===== config.mk =====
export PLATFORM = sky130hd
export DESIGN_NAME = load_store_unit
export DESIGN_NICKNAME = d
export VERILOG_FILES = /design/src/rtl/load_store_unit.sv
export SDC_FILE = /design/constraint.sdc
export NUM_CORES = 1
export LEC_CHECK = 0
export CAP_MARGIN = 20
export CORE_ASPECT_RATIO = 2
export CORE_MARGIN = 3
export CORE_UTILIZATION = 45
export DETAILED_ROUTE_END_ITERATION = 12
export PLACE_DENSITY = 0.8
export SYNTH_ARGS = -nofsm -noshare
export SYNTH_HDL_FRONTEND = slang
export SYNTH_SLANG_ARGS = --single-unit

===== constraint.sdc =====
create_clock -name clk -period 5.1 [get_ports clk]
set_input_delay 1.02 -clock clk [delete_from_list [all_inputs] [get_ports clk]]
set_output_delay 1.02 -clock clk [all_outputs]
set_load 0.02 [all_outputs]

===== src/rtl/load_store_unit.sv =====
// load_store_unit: single-request initiator for a single-port word memory.
// Supports byte/halfword/word loads and stores, sign/zero extension of loads,
// read-modify-write for sub-word stores and alignment/range error detection.
// Optional statistics counters are built when LSU_STATS_EN is defined;
// otherwise the stat_* ports are tied to zero.
module load_store_unit #(
  parameter int WORD_INDEX_BITS = 8,
  parameter int STAT_WIDTH      = 16
) (
  input  logic                  clk,
  input  logic                  rst_n,
  input  logic                  req_valid,
  output logic                  req_ready,
  input  logic                  req_write,
  input  logic [1:0]            req_size,
  input  logic                  req_unsigned,
  input  logic [31:0]           req_addr,
  input  logic [31:0]           req_wdata,
  output logic                  resp_valid,
  output logic [31:0]           resp_rdata,
  output logic                  resp_error,
  output logic                  mem_write,
  output logic [31:0]           mem_address,
  output logic [31:0]           mem_write_data,
  input  logic [31:0]           mem_read_data,
  output logic [STAT_WIDTH-1:0] stat_loads,
  output logic [STAT_WIDTH-1:0] stat_stores,
  output logic [STAT_WIDTH-1:0] stat_errors
);

  localparam logic [2:0] S_IDLE  = 3'd0;
  localparam logic [2:0] S_LOAD  = 3'd1;
  localparam logic [2:0] S_READ  = 3'd2;
  localparam logic [2:0] S_WRITE = 3'd3;
  localparam logic [2:0] S_RESP  = 3'd4;

  localparam logic [1:0] SZ_BYTE = 2'b00;
  localparam logic [1:0] SZ_HALF = 2'b01;
  localparam logic [1:0] SZ_WORD = 2'b10;

  logic [2:0]  r_state;
  logic [2:0]  w_state_nxt;
  logic        w_accept;
  logic        w_range_err;
  logic        w_align_err;
  logic        w_err;

  // Latched request fields (no reset needed: only read after acceptance)
  logic [1:0]  r_size;
  logic [1:0]  r_lane;
  logic        r_unsigned;
  logic [31:0] r_wdata;

  // Registered outputs
  logic [31:0] r_mem_address;
  logic [31:0] r_mem_wdata;
  logic [31:0] r_resp_rdata;
  logic        r_resp_error;

  // Extract the addressed lane(s) of a word and extend to 32 bits.
  function automatic logic [31:0] f_extend(input logic [31:0] word,
                                           input logic [1:0]  size,
                                           input logic [1:0]  lane,
                                           input logic        uns);
    logic [7:0]  b;
    logic [15:0] h;
    logic [31:0] res;
    b = word[{lane, 3'b000} +: 8];
    h = word[{lane[1], 4'b0000} +: 16];
    case (size)
      SZ_BYTE: res = uns ? {24'd0, b} : {{24{b[7]}}, b};
      SZ_HALF: res = uns ? {16'd0, h} : {{16{h[15]}}, h};
      default: res = word;
    endcase
    return res;
  endfunction

  // Replace only the addressed lane(s) of the old word with new store data.
  function automatic logic [31:0] f_merge(input logic [31:0] old_word,
                                          input logic [31:0] wdata,
                                          input logic [1:0]  size,
                                          input logic [1:0]  lane);
    logic [31:0] res;
    res = old_word;
    case (size)
      SZ_BYTE: res[{lane, 3'b000} +: 8]    = wdata[7:0];
      SZ_HALF: res[{lane[1], 4'b0000} +: 16] = wdata[15:0];
      default: res = wdata;
    endcase
    return res;
  endfunction

  assign w_accept    = req_valid && (r_state == S_IDLE);
  assign w_range_err = (req_addr >> (WORD_INDEX_BITS + 2)) != 32'd0;

  // Alignment / size legality of the incoming request
  always_comb begin
    w_align_err = 1'b0;
    case (req_size)
      SZ_BYTE: w_align_err = 1'b0;
      SZ_HALF: w_align_err = req_addr[0];
      SZ_WORD: w_align_err = (req_addr[1:0] != 2'b00);
      default: w_align_err = 1'b1;
    endcase
  end

  assign w_err = w_align_err || w_range_err;

  // Next-state decode of the access sequencer
  always_comb begin
    w_state_nxt = r_state;
    case (r_state)
      S_IDLE: begin
        if (w_accept) begin
          if (w_err)                   w_state_nxt = S_RESP;
          else if (!req_write)         w_state_nxt = S_LOAD;
          else if (req_size == SZ_WORD) w_state_nxt = S_WRITE;
          else                         w_state_nxt = S_READ;
        end
      end
      S_LOAD:  w_state_nxt = S_RESP;
      S_READ:  w_state_nxt = S_WRITE;
      S_WRITE: w_state_nxt = S_RESP;
      S_RESP:  w_state_nxt = S_IDLE;
      default: w_state_nxt = S_IDLE;
    endcase
  end

  // State register; async reset aborts any in-flight access
  always_ff @(posedge clk or negedge rst_n) begin
    if (!rst_n) r_state <= S_IDLE;
    else        r_state <= w_state_nxt;
  end

  // Capture request fields at acceptance
  always_ff @(posedge clk) begin
    if (w_accept) begin
      r_size     <= req_size;
      r_lane     <= req_addr[1:0];
      r_unsigned <= req_unsigned;
      r_wdata    <= req_wdata;
    end
  end

  // Word index held from acceptance until the next acceptance
  always_ff @(posedge clk or negedge rst_n) begin
    if (!rst_n)        r_mem_address <= 32'd0;
    else if (w_accept) r_mem_address <= {2'b00, req_addr[31:2]};
  end

  // Write data: full word at acceptance, or merged old word in READ
  always_ff @(posedge clk or negedge rst_n) begin
    if (!rst_n) begin
      r_mem_wdata <= 32'd0;
    end else if (w_accept && !w_err && req_write && (req_size == SZ_WORD)) begin
      r_mem_wdata <= req_wdata;
    end else if (r_state == S_READ) begin
      r_mem_wdata <= f_merge(mem_read_data, r_wdata, r_size, r_lane);
    end
  end

  // Response data/error, held until the next response is produced
  always_ff @(posedge clk or negedge rst_n) begin
    if (!rst_n) begin
      r_resp_rdata <= 32'd0;
      r_resp_error <= 1'b0;
    end else if (w_accept && w_err) begin
      r_resp_rdata <= 32'd0;
      r_resp_error <= 1'b1;
    end else if (r_state == S_LOAD) begin
      r_resp_rdata <= f_extend(mem_read_data, r_size, r_lane, r_unsigned);
      r_resp_error <= 1'b0;
    end else if (r_state == S_WRITE) begin
      r_resp_rdata <= 32'd0;
      r_resp_error <= 1'b0;
    end
  end

  assign req_ready      = (r_state == S_IDLE);
  assign resp_valid     = (r_state == S_RESP);
  assign resp_rdata     = r_resp_rdata;
  assign resp_error     = r_resp_error;
  // Decoded from state so it drops the instant reset clears the state
  assign mem_write      = (r_state == S_WRITE);
  assign mem_address    = r_mem_address;
  assign mem_write_data = r_mem_wdata;

`ifdef LSU_STATS_EN
  logic                  r_write;
  logic [STAT_WIDTH-1:0] r_stat_loads;
  logic [STAT_WIDTH-1:0] r_stat_stores;
  logic [STAT_WIDTH-1:0] r_stat_errors;

  // Remember the direction so the response can be classified
  always_ff @(posedge clk) begin
    if (w_accept) r_write <= req_write;
  end

  // Saturating per-response-type counters
  always_ff @(posedge clk or negedge rst_n) begin
    if (!rst_n) begin
      r_stat_loads  <= '0;
      r_stat_stores <= '0;
      r_stat_errors <= '0;
    end else if (r_state == S_RESP) begin
      if (r_resp_error) begin
        if (r_stat_errors != '1) r_stat_errors <= r_stat_errors + 1'b1;
      end else if (r_write) begin
        if (r_stat_stores != '1) r_stat_stores <= r_stat_stores + 1'b1;
      end else begin
        if (r_stat_loads != '1)  r_stat_loads  <= r_stat_loads + 1'b1;
      end
    end
  end

  assign stat_loads  = r_stat_loads;
  assign stat_stores = r_stat_stores;
  assign stat_errors = r_stat_errors;
`else
  assign stat_loads  = '0;
  assign stat_stores = '0;
  assign stat_errors = '0;
`endif

endmodule


# Yosys cells after proc, flatten, opt, wreduce, memory -nomap -nowiden
# Index checks and enable logic that the tools add are counted.
totals:
  ff_bits: 135
  latchBits: 0
  mem_bits_rw: 0
  mem_bits_ro: 0
  input_bits: 103
  out_inout_bits: 148
  elab_cells: 60
  mem_count: 0
classes:
  addsub: 2
  n_mul: 0
  n_div: 0
  order_cmp: 0
  eq_ne: 8
  shifts: 6
  n_mux: 20
  bitwise_logic: 0
  n_reduce_logical: 15
ops:
  columns: ["op", "n"]
  rows:
  - ["2-to-1 mux 32 bit", 7]
  - ["one-hot mux 32 bit (2 select lines)", 2]
  - ["bitwise mux 32 bit", 2]
  - ["nonzero test 32 bit", 1]
  - ["variable shift 16 x 7 -> 32 bit (first input constant)", 1]
  - ["variable shift 8 x 7 -> 32 bit (first input constant)", 1]
  - ["indexed part select 16 x 7 -> 32 bit", 1]
  - ["indexed part select 32 x 6 -> 16 bit", 1]
  - ["indexed part select 32 x 6 -> 8 bit", 1]
  - ["indexed part select 8 x 7 -> 32 bit", 1]
  - ["negation 5 -> 7 bit", 2]
  - ["one-hot mux 3 bit (3 select lines)", 1]
  - ["== test 3 x 2 -> 1 bit (second input constant)", 2]
  - ["2-to-1 mux 3 bit", 2]
  - ["logical AND 1 bit", 5]
  - ["== test 2 x 1 -> 1 bit (second input constant)", 2]
  - ["zero test 2 bit", 2]
  - ["2-to-1 mux 1 bit", 4]
  - ["nonzero test 2 bit", 2]
  - ["== test 3 x 1 -> 1 bit (second input constant)", 1]
  - ["== test 3 bit (second input constant)", 1]
  - ["zero test 3 bit", 1]
  - ["one-hot mux 1 bit (3 select lines)", 1]
  - ["nonzero test 3 bit", 1]
  - ["6 further kinds", 6]

# Depth between registers and ports, before layout
# Gate-level depths: netlist of run 1.
logic_depth:
  word_depth: 8
  depth_mapped: 10
  mapped_depth_nobuf: 6

# Worst setup path before layout of run 1
# No wires, ideal clock.
synth_timing:
  path_kind: "input port to flip-flop"
  startpoint: "input port req_valid"
  endpoint: "register r_mem_address[20] (netlist: mem_address[20])"
  setup_ps: 127
  arrival_ps: 3079
  setup_slack_ps: 1894
  stages: 3
  path_buffers: 1
  path_cell_list: "nor4b_4 -> clkbuf_1 -> mux2_2"
synth_between:
  elab_chain_len: 1
synth_lines:
  columns: ["element", "line_no", "source"]
  rows:
  - ["start: declaration", "12", "input logic req_valid,"]
  - ["logical AND 1 bit", "93", "assign w_accept = req_valid && (r_state == S_IDLE);"]
  - ["end signal: assignment", "148", "else if (w_accept) r_mem_address <= {2'b00, req_addr[31:2]};"]
  - ["end: declaration", "55", "logic [31:0] r_mem_address;"]
# No other way between the ends.
# A chain may end at the register's enable or synchronous reset.

# Worst setup path after layout of run 1
layout_timing:
  startpoint: "input port req_addr[24]"
  endpoint: "register r_mem_wdata[25] (netlist: mem_write_data[25])"
layout_between:
  elab_chain_len: 7
layout_lines:
  columns: ["element", "line_no", "source"]
  rows:
  - ["start: declaration", "17", "input logic [31:0] req_addr,"]
  - ["nonzero test 32 bit *", "94", "assign w_range_err = (req_addr >> (WORD_INDEX_BITS + 2)) != 32'd0;"]
  - ["logical OR 1 bit *", "107", "assign w_err = w_align_err || w_range_err;"]
  - ["zero test 1 bit *", "155", "end else if (w_accept && !w_err && req_write && (req_size == SZ_WORD)) begin"]
  - ["logical AND 1 bit * (3 in a row)", "155", null]
  - ["2-to-1 mux 32 bit or nonzero test 2 bit (tied branches)", null, null]
  - ["end signal: assignment", "156", "r_mem_wdata <= req_wdata;"]
  - ["end signal: assignment", "158", "r_mem_wdata <= f_merge(mem_read_data, r_wdata, r_size, r_lane);"]
  - ["end: declaration", "56", "logic [31:0] r_mem_wdata;"]
# Every way passes the cells marked *; elsewhere a longest branch is shown, timed or not.

==> results of run 1 <==
==> power groups by stage <==
stage | Sequential, mW | Combinational [mW] | Clock, mW
detailed placement | 1.23 | 0.453 | 0
CTS | 1.21 | 0.456 | 1.31
global route | 1.22 | 0.490 | 1.36
global placement | 1.23 | 0.450 | 0
finish | 1.21 | 0.463 | 1.29
floorplan | 1.26 | 0.209 | 0
==> cell families after synthesis <==
family,Yosys count
mux,65
compound gates,166
fa+ha+maj,5
simple gates,161
flops,135
buf+inv,122
other cells,1
==> path summary, 6_finish.rpt <==
| check | startpoint | to | cells past startpoint |
|---|---|---|---|
| setup reg to reg | r_lane[0]$_DFFE_PN_ | mem_write_data[30]$_DFFE_PN0P_ | 6 |
| min in group asynchronous | rst_n | resp_rdata[10]$_DFFE_PN0P_ | 1 |
| hold reg to reg | resp_error$_DFFE_PN0P_ | resp_error$_DFFE_PN0P_ | 2 |
| setup / recovery | req_addr[24] | mem_write_data[25]$_DFFE_PN0P_ | 5 |
| hold / removal | resp_error$_DFFE_PN0P_ | resp_error$_DFFE_PN0P_ | 2 |
| max in group asynchronous | rst_n | mem_write_data[25]$_DFFE_PN0P_ | 2 |
==> per-layer routing <==
| metal | part of all wire (%) | track usage (%) |
|---|---|---|
| met1 | 32 | 27.6 |
| met4 | 6.2 | 17.3 |
| met2 | 54 | 46.0 |
| met3 | 8.3 | 6.26 |
| met5 | 0 | 0 |
==> sequential cells by signal (all words and copies together) (netlist names) <==
register / flops
r_unsigned: 1
resp_rdata: 32
r_wdata: 32
mem_write_data: 32
r_size: 2
mem_address: 30
resp_error: 1
r_state: 3
r_lane: 2
==> per-stage QoR <==
stage	hold slack, ns	setup WS (ns)	cell area, µm²	utilization (%)
detailed placement	0.478	1.27	9160	58.0
global placement	0.471	1.33	9160	58.0
floorplan	0.524	1.89	7420	-
global route	0.519	1.57	9830	62.3
CTS	0.494	1.72	9780	62.0
finish	0.493	1.76	9830	62.3
==> critical path: stages <==
cell             delay, ns
clkdlybuf4s50_1       0.46
nor4_1                0.44
and4_1                0.57
nand3_2               0.62
mux2_1                0.53
==> Yosys cell counts, types with 9 or more instances <==
cell type  instances
dfrtp_1           98
buf_4             53
mux2_2            46
nand2_1           43
o22ai_1           40
edfxtp_1          37
nor2_1            35
clkbuf_1          33
a22oi_1           28
inv_1             21
a221oi_1          16
nor4_1            14
buf_2             13
a31oi_1           12
nand3_1           12
a221o_1           11
o21ai_0           10
nand4_1            9
==> final cells by class <==
| cell class | instances | share of cell area (%) |
|---|---|---|
| flip-flops and latches | 135 | 36.2 |
| clock buffers | 19 | 4.72 |
| repair buffers | 212 | 21.6 |
| inverters | 22 | 0.840 |
| multi-input cells | 447 | 32.4 |
| clock inverters | 13 | 1.60 |
| well taps | 201 | 2.56 |
==> impl_metrics.py, run 1 <==
metrics = {
    "place": {
        "dp.cells": 1014,
        "place_hpwl_um": 17600,
        "place.gp.congestion": 0.875,
        "port-buffer-count": 200,
    },
    "timing": {
        "drv_slew": 0,
        "max-slew-margin-rel_pct": 24.1,
        "finalCritPeriodShare_pct": 65.5,
        "finalSetupViolCount": 0,
        "clock.fmax_mhz": 299,
        "worst_clock_skew_ns": 0.0103,
        "setup_tns_ns": 0,
        "grt_setup_unrepaired": "false",
        "finalHoldViolCount": 0,
        "finalCriticalPeriod_ns": 3.34,
        "worst_pin_slew_ns": 1.14,
    },
    "clock_tree": {
        "cts_setup_buffers": 0,
        "cts_made_buffers": 17,
        "clk_pin_slew_ns": 0.06,
        "cts_tree": "built",
        "htree_levels": 4,
        "ctsHoldBuffers": 0,
        "cts_buffer_depth": 2,
        "clkSinkCount": 135,
        "cts_root_buffer": "clkbuf_16",
        "ctsResizeCount": 0,
        "clock_latency_ns": 0.42,
    },
    "floorplan": {
        "start_util_pct": 45.8,
        "die_w_um": 95.6,
        "chipHeight_um": 185,
        "floorplan.io_pins": 251,
        "coreArea_mm2": 0.0158,
        "std_cell_rows": 65,
        "die_area_mm2": 0.0177,
    },
    "power": {
        "switching_power_uw": 798,
        "total_power_mw": 2.96,
        "p_int_mw": 2.16,
        "seqPwrFrac_pct": 40.9,
        "vdd_ir_drop_max_mv": 0.323,
        "swShare_pct": 27.0,
        "cellPowerDensity_mw_per_mm2": 301,
        "power_frac_comb_pct": 15.6,
        "power_frac_clock_pct": 43.5,
        "p_leak_nw": 3.81,
    },
    "yosys": {
        "synthMuxAreaShare_pct": 11.6,
        "synth_enable_flop_cells": 37,
        "yosys_most_used_dff": "dfrtp_1",
        "syn_inst": 655,
        "ys_types": 56,
        "seq_area_frac_synth_pct": 49.3,
        "yosysTopAreaCell": "dfrtp_1",
        "synth_area_leaders": "dfrtp_1, edfxtp_1, mux2_2",
        "async_flop_share_pct": 72.6,
        "syn_area_mm2": 0.00723,
        "yosys.area_share.simple_pct": 11.6,
        "synth_top_area_share_pct": 33.9,
        "synth_xor_area_share_pct": 0,
        "ys_ff_latch": 135,
        "yosys_warnings": 0,
        "synth_area_per_cell_um2": 11.0,
        "yosys.area_share.adder_pct": 0.865,
        "synth_compound_area_share_pct": 17.4,
        "synth_top_family_by_area": "compound AO/OA/AOI/OAI gates",
    },
    "final_layout": {
        "nNetsFinal": 943,
        "drive_gt1_share_pct": 14.0,
        "most-common-layout-cells": "clkdlybuf4s50_1, dfrtp_1, conb_1, mux2_2, nand2_1",
        "insertedDiodeCount": 0,
        "nFillCells": 1280,
        "seq_area_mm2": 0.00356,
        "area_growth_pct": 36.0,
        "multiInputGateArea_mm2": 0.00319,
        "fin_cells": 1049,
        "final_common_cell": "clkdlybuf4s50_1",
    },
    "run": {
        "drv_cap": 0,
    },
    "min_path": {
        "hp-class": "reg -> reg",
    },
    "grt": {
        "antenna_found_initial": 0,
        "grt_pass1_wl_um": 34800,
        "grt_usage_pct": 26.5,
        "grt_overflow_total": 0,
        "grt_max_degree": 71,
        "grt_pass1_vias": 6154,
    },
    "critical_path": {
        "path_class": "in -> reg",
        "r2r_slack_ns": 2.10,
        "cp-start-kind": "input pin",
        "end_kind": "register",
        "cp_data_arrival_time_ns": 3.64,
        "worstPathRequired_ns": 5.40,
        "path_max_fanout": 21,
    },
    "drt": {
        "wl_per_cell_um": 22.4,
        "totalWireLength_um": 23500,
        "antenna_left": 0,
        "routed_via_density": 5.96,
        "drt_iter0_drc": 626,
        "firstDrtPassIters": 6,
        "route.detailed.drc": 0,
        "num_vias": 6256,
    },
    "status": {
        "status": "complete, no violations",
    },
}
No activity file was read; power rests on OpenSTA's default activity.
==> inputs of run 2 (changes only) <==
==> constraint.sdc (replaced) <==
create_clock -name clk -period 3.4 [get_ports clk]
set_input_delay 0.68 -clock clk [delete_from_list [all_inputs] [get_ports clk]]
set_output_delay 0.68 -clock clk [all_outputs]
set_load 0.02 [all_outputs]
==> impl_metrics.py, run 2 (synthesis results as in run 1) <==
metrics = {
    "status": {
        "status": "complete, no violations",
    },
    "floorplan": {
        "coreArea_mm2": 0.0158,
        "floorplan.io_pins": 251,
        "die_w_um": 95.6,
        "std_cell_rows": 65,
        "die_area_mm2": 0.0177,
        "start_util_pct": 45.8,
        "chipHeight_um": 185,
    },
    "power": {
        "total_power_mw": 4.44,
        "p_leak_nw": 3.85,
        "cellPowerDensity_mw_per_mm2": 449,
        "vdd_ir_drop_max_mv": 0.387,
    },
    "final_layout": {
        "fin_cells": 1058,
        "insertedDiodeCount": 0,
        "most-common-layout-cells": "clkdlybuf4s50_1, dfrtp_1, conb_1, mux2_2, nand2_1",
        "area_growth_pct": 36.6,
        "final_common_cell": "clkdlybuf4s50_1",
        "nNetsFinal": 952,
        "drive_gt1_share_pct": 14.8,
    },
    "critical_path": {
        "path_class": "reg -> reg",
        "reg2reg_to": "resp_rdata[29]$_DFFE_PN0P_",
        "worst_r2r_startpoint": "r_size[0]$_DFFE_PN_",
        "cp-start-kind": "register",
        "path_max_fanout": 31,
        "cp_data_arrival_time_ns": 2.91,
        "r2r_slack_ns": 0.83,
        "worstPathRequired_ns": 3.75,
        "reg2reg_depth": 4,
        "end_kind": "register",
    },
    "grt": {
        "grt_pass1_wl_um": 35500,
        "grt_pass1_vias": 6374,
        "grt_usage_pct": 27.1,
        "antenna_found_initial": 0,
        "grt_max_degree": 71,
        "grt_overflow_total": 0,
    },
    "timing": {
        "max-slew-margin-rel_pct": 24.4,
        "worst_pin_slew_ns": 1.13,
        "drv_slew": 0,
        "finalSetupViolCount": 0,
        "clock.fmax_mhz": 390,
        "setup_tns_ns": 0,
        "worst_clock_skew_ns": 0.0128,
        "finalCritPeriodShare_pct": 75.5,
        "finalCriticalPeriod_ns": 2.57,
        "grt_setup_unrepaired": "false",
        "finalHoldViolCount": 0,
    },
    "drt": {
        "routed_via_density": 6.00,
        "drt_iter0_drc": 521,
        "firstDrtPassIters": 5,
        "wl_per_cell_um": 22.5,
        "antenna_left": 0,
        "route.detailed.drc": 0,
        "num_vias": 6347,
        "totalWireLength_um": 23800,
    },
    "place": {
        "place.gp.congestion": 0.878,
        "place_hpwl_um": 18000,
        "port-buffer-count": 200,
        "dp.cells": 1026,
    },
    "min_path": {
        "hp-class": "in -> async",
    },
    "clock_tree": {
        "cts_setup_buffers": 0,
        "cts_root_buffer": "clkbuf_16",
        "cts_made_buffers": 17,
        "ctsResizeCount": 0,
        "cts_tree": "built",
        "htree_levels": 4,
        "clk_pin_slew_ns": 0.07,
        "cts_buffer_depth": 2,
        "ctsHoldBuffers": 0,
        "clkSinkCount": 135,
        "clock_latency_ns": 0.44,
    },
    "run": {
        "drv_cap": 0,
    },
}
==> run 2: cell count changes in the layout (fill, tap and decap cells not counted), sizes merged <==
cell / before / now
clkinvlp: 3 / 2
buf: 13 / 22
inv: 28 / 29
==> run 2: cell type report <==
cell class	count	area, µm²
clock inverters	13	154
well taps	201	251
repair buffers	221	2180
multi-input cells	447	3190
clock buffers	19	454
flip-flops and latches	135	3560
fillers	1288	5900
inverters	22	82.6
==> run 2: how the worst max path moves through the flow <==
stage / endpoint / start
finish: resp_rdata[29]$_DFFE_PN0P_ / r_size[0]$_DFFE_PN_
floorplan: mem_address[20]$_DFFE_PN0N_ / req_valid
global placement: mem_write_data[6]$_DFFE_PN0P_ / req_addr[13]
CTS: mem_write / r_state[2]$_DFFE_PN0P_
global route: resp_rdata[29]$_DFFE_PN0P_ / r_size[0]$_DFFE_PN_
detailed placement: mem_write_data[4]$_DFFE_PN0P_ / req_addr[13]
==> run 2: critical path, cell delays in order, from the launching register on <==
cell and delay, ns:
edfxtp_1 1.10, nor2_1 0.11, a22oi_1 0.88, a22oi_1 0.22, o22ai_1 0.17
==> run 2: power breakdown <==
part	leakage [nW]	internal, mW	total, mW	switching [mW]
clock network	0.295	1.14	1.92	0.772
registers	1.49	1.76	1.81	0.0555
logic	2.06	0.327	0.712	0.385
total	3.85	3.23	4.44	1.21
==> run 2: layer usage <==
layer	part of all wire [%]	vias to the layer above	GRT usage [%]
met5	0	-	0
met1	31	3066	27.0
met2	52	391	46.7
met4	7.9	0	20.8
met3	8.3	106	7.11
li1	-	2784	-
==> run 2: through the flow <==
stage	util [%]	instance area [µm²]	setup slack, ns	hold slack (ns)
floorplan	-	7420	0.534	0.384
global placement	58.8	9270	0.569	0.466
detailed placement	58.8	9270	0.500	0.471
CTS	62.6	9880	0.807	0.281
global route	62.6	9880	0.614	0.301
finish	62.6	9880	0.835	0.260
